$ cat config.mk
export PLATFORM = sky130hd
export DESIGN_NAME = wash_cycle_scheduler
export DESIGN_NICKNAME = d
export VERILOG_FILES = /design/src/rtl/wash_cycle_scheduler.sv
export SDC_FILE = /design/constraint.sdc
export NUM_CORES = 1
export LEC_CHECK = 0
export BUFFER_PORTS_ARGS = -buffer_cell sky130_fd_sc_hd__buf_2
export CAP_MARGIN = 40
export CORE_ASPECT_RATIO = 0.75
export CORE_MARGIN = 2
export CORE_UTILIZATION = 50
export CTS_CLUSTER_DIAMETER = 30
export DETAILED_ROUTE_END_ITERATION = 8
export GPL_ROUTABILITY_DRIVEN = 0
export PLACE_DENSITY_LB_ADDON = 0.3
export SKIP_LAST_GASP = 1
export SYNTH_ARGS = -nofsm -noshare
export SYNTH_HDL_FRONTEND = slang
export SYNTH_SLANG_ARGS = --single-unit
export TNS_END_PERCENT = 100
$ cat constraint.sdc
create_clock -name clk -period 1.93 [get_ports clk]
set_clock_uncertainty 0.15 [all_clocks]
set_input_delay 0.2895 -clock clk [delete_from_list [all_inputs] [get_ports clk]]
set_output_delay 0.2895 -clock clk [all_outputs]
set_load 0.02 [all_outputs]
$ cat src/rtl/wash_cycle_scheduler.sv
// Phase timer for automatic_washing_machine: generates cycle/spin timeouts.
// Optional HOLD watchdog is enabled by defining WATCHDOG_EN.
module wash_cycle_scheduler #(
    parameter int CNT_W       = 8,
    parameter int WASH_LIGHT  = 8,
    parameter int WASH_NORMAL = 16,
    parameter int WASH_HEAVY  = 32,
    parameter int RINSE_TICKS = 8,
    parameter int SPIN_TICKS  = 12,
    parameter int WD_TICKS    = 20
) (
    input  logic       clk,
    input  logic       reset,
    input  logic [1:0] program_sel,
    input  logic       pause,
    input  logic       soap_wash,
    input  logic       water_wash,
    input  logic       motor_on,
    input  logic       drain_value_on,
    output logic       cycle_timeout,
    output logic       spin_timeout,
    output logic [1:0] rinse_count,
    output logic       busy,
    output logic       phase_abort,
    output logic       fault
);

    typedef enum logic [2:0] {
        IDLE, WASH, RINSE, SPIN, HOLD, FAULT
    } state_t;

    state_t           state, state_n;
    state_t           src, src_n;
    logic [CNT_W-1:0] cnt, cnt_n;
    logic [1:0]       prog, prog_n;
    logic [1:0]       rc_n, rc_inc, need;
    logic             ct_n, st_n, ab_n;
    logic             w, r, s, live, hold_live;

`ifdef WATCHDOG_EN
    localparam int WD_W = $clog2(WD_TICKS + 1);
    logic [WD_W-1:0] wd, wd_n;
`endif

    assign w = soap_wash;
    assign r = water_wash;
    assign s = motor_on & drain_value_on & ~soap_wash & ~water_wash;

    assign busy  = (state == WASH) || (state == RINSE) || (state == SPIN);
    assign fault = (state == FAULT);

    assign rc_inc = (rinse_count == 2'd3) ? 2'd3 : rinse_count + 2'd1;
    assign need   = (prog == 2'b10) ? 2'd2 : 2'd1;

    function automatic logic [CNT_W-1:0] wash_ticks(input logic [1:0] p);
        case (p)
            2'b00:   return CNT_W'(WASH_LIGHT);
            2'b10:   return CNT_W'(WASH_HEAVY);
            default: return CNT_W'(WASH_NORMAL);
        endcase
    endfunction

    always_comb begin
        live = 1'b0;
        case (state)
            WASH:    live = w;
            RINSE:   live = r;
            SPIN:    live = s;
            default: live = 1'b0;
        endcase
        hold_live = 1'b0;
        case (src)
            WASH:    hold_live = w;
            RINSE:   hold_live = r;
            SPIN:    hold_live = s;
            default: hold_live = 1'b0;
        endcase
    end

    always_comb begin
        state_n = state;
        src_n   = src;
        cnt_n   = cnt;
        prog_n  = prog;
        rc_n    = rinse_count;
        ct_n    = cycle_timeout;
        st_n    = spin_timeout;
        ab_n    = 1'b0;
`ifdef WATCHDOG_EN
        wd_n    = wd;
`endif
        if (w && r && state != FAULT) begin
            state_n = FAULT;
            cnt_n   = '0;
            ct_n    = 1'b0;
            st_n    = 1'b0;
        end else begin
            case (state)
                IDLE: begin
                    if (w) begin
                        prog_n  = program_sel;
                        cnt_n   = wash_ticks(program_sel);
                        rc_n    = 2'd0;
                        state_n = WASH;
                    end else if (r) begin
                        cnt_n   = CNT_W'(RINSE_TICKS);
                        state_n = RINSE;
                    end else if (s) begin
                        cnt_n   = CNT_W'(SPIN_TICKS);
                        state_n = SPIN;
                    end
                end
                WASH, RINSE, SPIN: begin
                    if (!live) begin
                        ab_n    = 1'b1;
                        cnt_n   = '0;
                        state_n = IDLE;
                    end else if (!pause) begin
                        if (cnt <= CNT_W'(1)) begin
                            cnt_n = '0;
                            src_n = state;
`ifdef WATCHDOG_EN
                            wd_n  = '0;
`endif
                            case (state)
                                WASH: begin
                                    ct_n    = 1'b1;
                                    state_n = HOLD;
                                end
                                RINSE: begin
                                    rc_n = rc_inc;
                                    if (rc_inc >= need) begin
                                        ct_n    = 1'b1;
                                        state_n = HOLD;
                                    end else begin
                                        cnt_n = CNT_W'(RINSE_TICKS);
                                    end
                                end
                                default: begin
                                    st_n    = 1'b1;
                                    state_n = HOLD;
                                end
                            endcase
                        end else begin
                            cnt_n = cnt - CNT_W'(1);
                        end
                    end
                end
                HOLD: begin
                    if (!hold_live) begin
                        ct_n    = 1'b0;
                        st_n    = 1'b0;
                        state_n = IDLE;
                    end
`ifdef WATCHDOG_EN
                    else if (wd == WD_W'(WD_TICKS - 1)) begin
                        ct_n    = 1'b0;
                        st_n    = 1'b0;
                        state_n = FAULT;
                    end else begin
                        wd_n = wd + WD_W'(1);
                    end
`endif
                end
                default: state_n = FAULT;
            endcase
        end
    end

    always_ff @(posedge clk) begin
        if (reset) begin
            state         <= IDLE;
            src           <= IDLE;
            cnt           <= '0;
            prog          <= 2'b01;
            rinse_count   <= 2'd0;
            cycle_timeout <= 1'b0;
            spin_timeout  <= 1'b0;
            phase_abort   <= 1'b0;
`ifdef WATCHDOG_EN
            wd            <= '0;
`endif
        end else begin
            state         <= state_n;
            src           <= src_n;
            cnt           <= cnt_n;
            prog          <= prog_n;
            rinse_count   <= rc_n;
            cycle_timeout <= ct_n;
            spin_timeout  <= st_n;
            phase_abort   <= ab_n;
`ifdef WATCHDOG_EN
            wd            <= wd_n;
`endif
        end
    end

endmodule

==> run metrics <==
I/O pins 16; CTS max path bufs 2; H-tree depth 1; Inst Count DP about 260; Worst-Margin Slew about 540 ps; cell taking the most area after synthesis dfxtp_1; port bufs 15; Non-Filler Instances between 200 and 300; total power 1.27 mW; Mapped Nets between 150 and 200; Final Worst Setup Slack -101 ps; die area 3310 um2; Cell Pwr Density just over 600 nW/um2; DP HPWL approximately 3200 um; final hold violation count 0; RSZ-0062 raised after global routing true; initial antenna violation count 0; Mean Syn Cell Area about 8.0 um2; fmax approximately 0.49 GHz; EDFF count, synth 0; DRC viols 0; Yosys cell types 51; ant diodes 0; DIE WIDTH ~66 um; Root Driver clkbuf_8; Final Critical Period just over 2000 ps; failing checks negative setup slack; ys flop type dfxtp_1; vias in the first global route about 1600; CTS tree yes; Setup CP Type flop to flop; die height between 50 and 60 um; share of cells above drive strength 1 0.429; area grow syn2layout 41.9%; Worst-path clk slew around 80 ps; Critical Path Sink Type flop; status finished with violations; CORE AREA approximately 2700 um2; crit start category flop; Mapped Area between 1000 and 1500 um2; WL/cell 18.0 um; total CTS buffers 3; Initial Util 0.537; register bit total from synthesis 21; Detail Route Antenna Nets 0; WP data arrival between 2000 and 2500 ps; Post-Synthesis Cells 178; fin nets 252; Total GRT Usage 0.279; Hold Crit Class input pin to flop; Async SR Flop Fraction 0; LEAKAGE 0.830 nW; Rows 16; most common library cells after synthesis dfxtp_1, nor2_1, nand2_1, a21oi_1; first drt pass iteration count 4; Max VDD drop 404 uV; FILL cells around 160; yosys warns 0; Final Slew Violations 0; first-pass GRT wire length between 7000 and 8000 um; crit path max fanout 4; # clock sinks 21; count leader, synth dfxtp_1; Seq/Total Area, Yosys 0.294; final WL ~4900 um; Synth top area share 0.294; Slew headroom 0.635; Hold-fix buffers, CTS 0; worst-skew pair later-pin latency between 200 and 300 ps; vias per cell 6.35; worst slack, placed -123 ps; max_cap viols 0; grt ovf 0; required time worst endpoint a little under 2000 ps; Area contributors post-synth dfxtp_1, a21oi_1, nor2_1, nand2_1, and3b_1; via count 1741; worst hold slack 157 ps; final period utilization 1.05; largest net degree at the start of global routing 14; 1st-iter DRT viols ~140; final setup violation count 11
placed cells by master (no fill, tap or decap), drive strengths merged, types with 2 or more instances in the layout:
cell    instances
o31a            2
inv             9
nor3            9
nor2b           2
and3b           6
o41ai           2
o22ai           2
clkbuf          4
nor3b           2
nand2b          5
buf            63
nand2          14
a41oi           2
or2             5
nand3           5
dfxtp          21
o311ai          2
a211o           2
o21ai          10
nand4           4
mux2i           2
or3             4
ha              4
nor4            3
a211oi          4
a31oi           3
o21bai          2
and3            2
nor2           16
a21oi          14
sequential cells by signal (all words and copies together), names as in the netlist:
name	count
cnt	8
cycle_timeout	1
phase_abort	1
prog	2
rinse_count	2
spin_timeout	1
src	3
state	3
final timing paths:
| path | from | depth (start not counted) | end | slack, ps |
|---|---|---|---|---|
| setup / recovery | rinse_count[1] | 9 | state[0] | -100 |
| hold / removal | program_sel[1] | 3 | prog[1] | 160 |
| setup reg to reg | rinse_count[1] | 9 | state[0] | -100 |
| hold reg to reg | spin_timeout | 2 | spin_timeout | 330 |
per-layer routing:
| layer | track usage | wire length (um) |
|---|---|---|
| met1 | 0.368 | 2000 |
| met4 | 0.0556 | 153 |
| met5 | 0 | 0 |
| met3 | 0.0516 | 513 |
| met2 | 0.476 | 2250 |
timing repair:
| action | 4_1_cts | 5_1_grt |
|---|---|---|
| pin swaps | 5 | 9 |
| hold endpoints to repair | 0 | 0 |
| gates resized for setup | 13 | 23 |
| setup endpoints to repair | 13 | 16 |
| setup buffers | 2 | 9 |
kinds of logic after synthesis:
logic type      after synthesis  synth area share
buf+inv                      16            0.0490
fa+ha+maj                     4            0.0350
compound gates               51             0.270
flops                        21             0.294
mux                           2            0.0140
simple gates                 84             0.338
through the flow:
| stage | utilization | area, um2 | TNS, ps |
|---|---|---|---|
| 5_1_grt | 0.762 | 2030 | -1540 |
| 2_1_floorplan | - | 1440 | -26.5 |
| 3_5_place_dp | 0.675 | 1800 | -676 |
| 6_report | 0.762 | 2030 | -598 |
| 4_1_cts | 0.714 | 1900 | -132 |
| 3_3_place_gp | 0.675 | 1800 | -149 |
power breakdown:
part	internal, mW	switching, mW	total (mW)	leakage (nW)
logic	0.220	0.266	0.486	0.633
clock network	0.148	0.150	0.297	0.0228
registers	0.455	0.0270	0.482	0.175
total	0.823	0.443	1.27	0.830
layout make-up:
cell class	instances	area [um2]	share of cell area
clock buffers	4	45.0	0.0222
inverters	9	36.3	0.0179
multi-input cells	141	1020	0.504
flip-flops and latches	21	437	0.215
well taps	36	45.0	0.0222
repair buffers	63	443	0.218
worst max-delay path, stage by stage (launching register included):
cell,delay [ps]
dfxtp_2,350
nor2_2,120
inv_1,60
ha_2,170
or4b_4,490
a21oi_4,150
buf_6,120
o221ai_2,80
a31oi_1,160
a211oi_1,60
(Power assumes the default switching activity.)
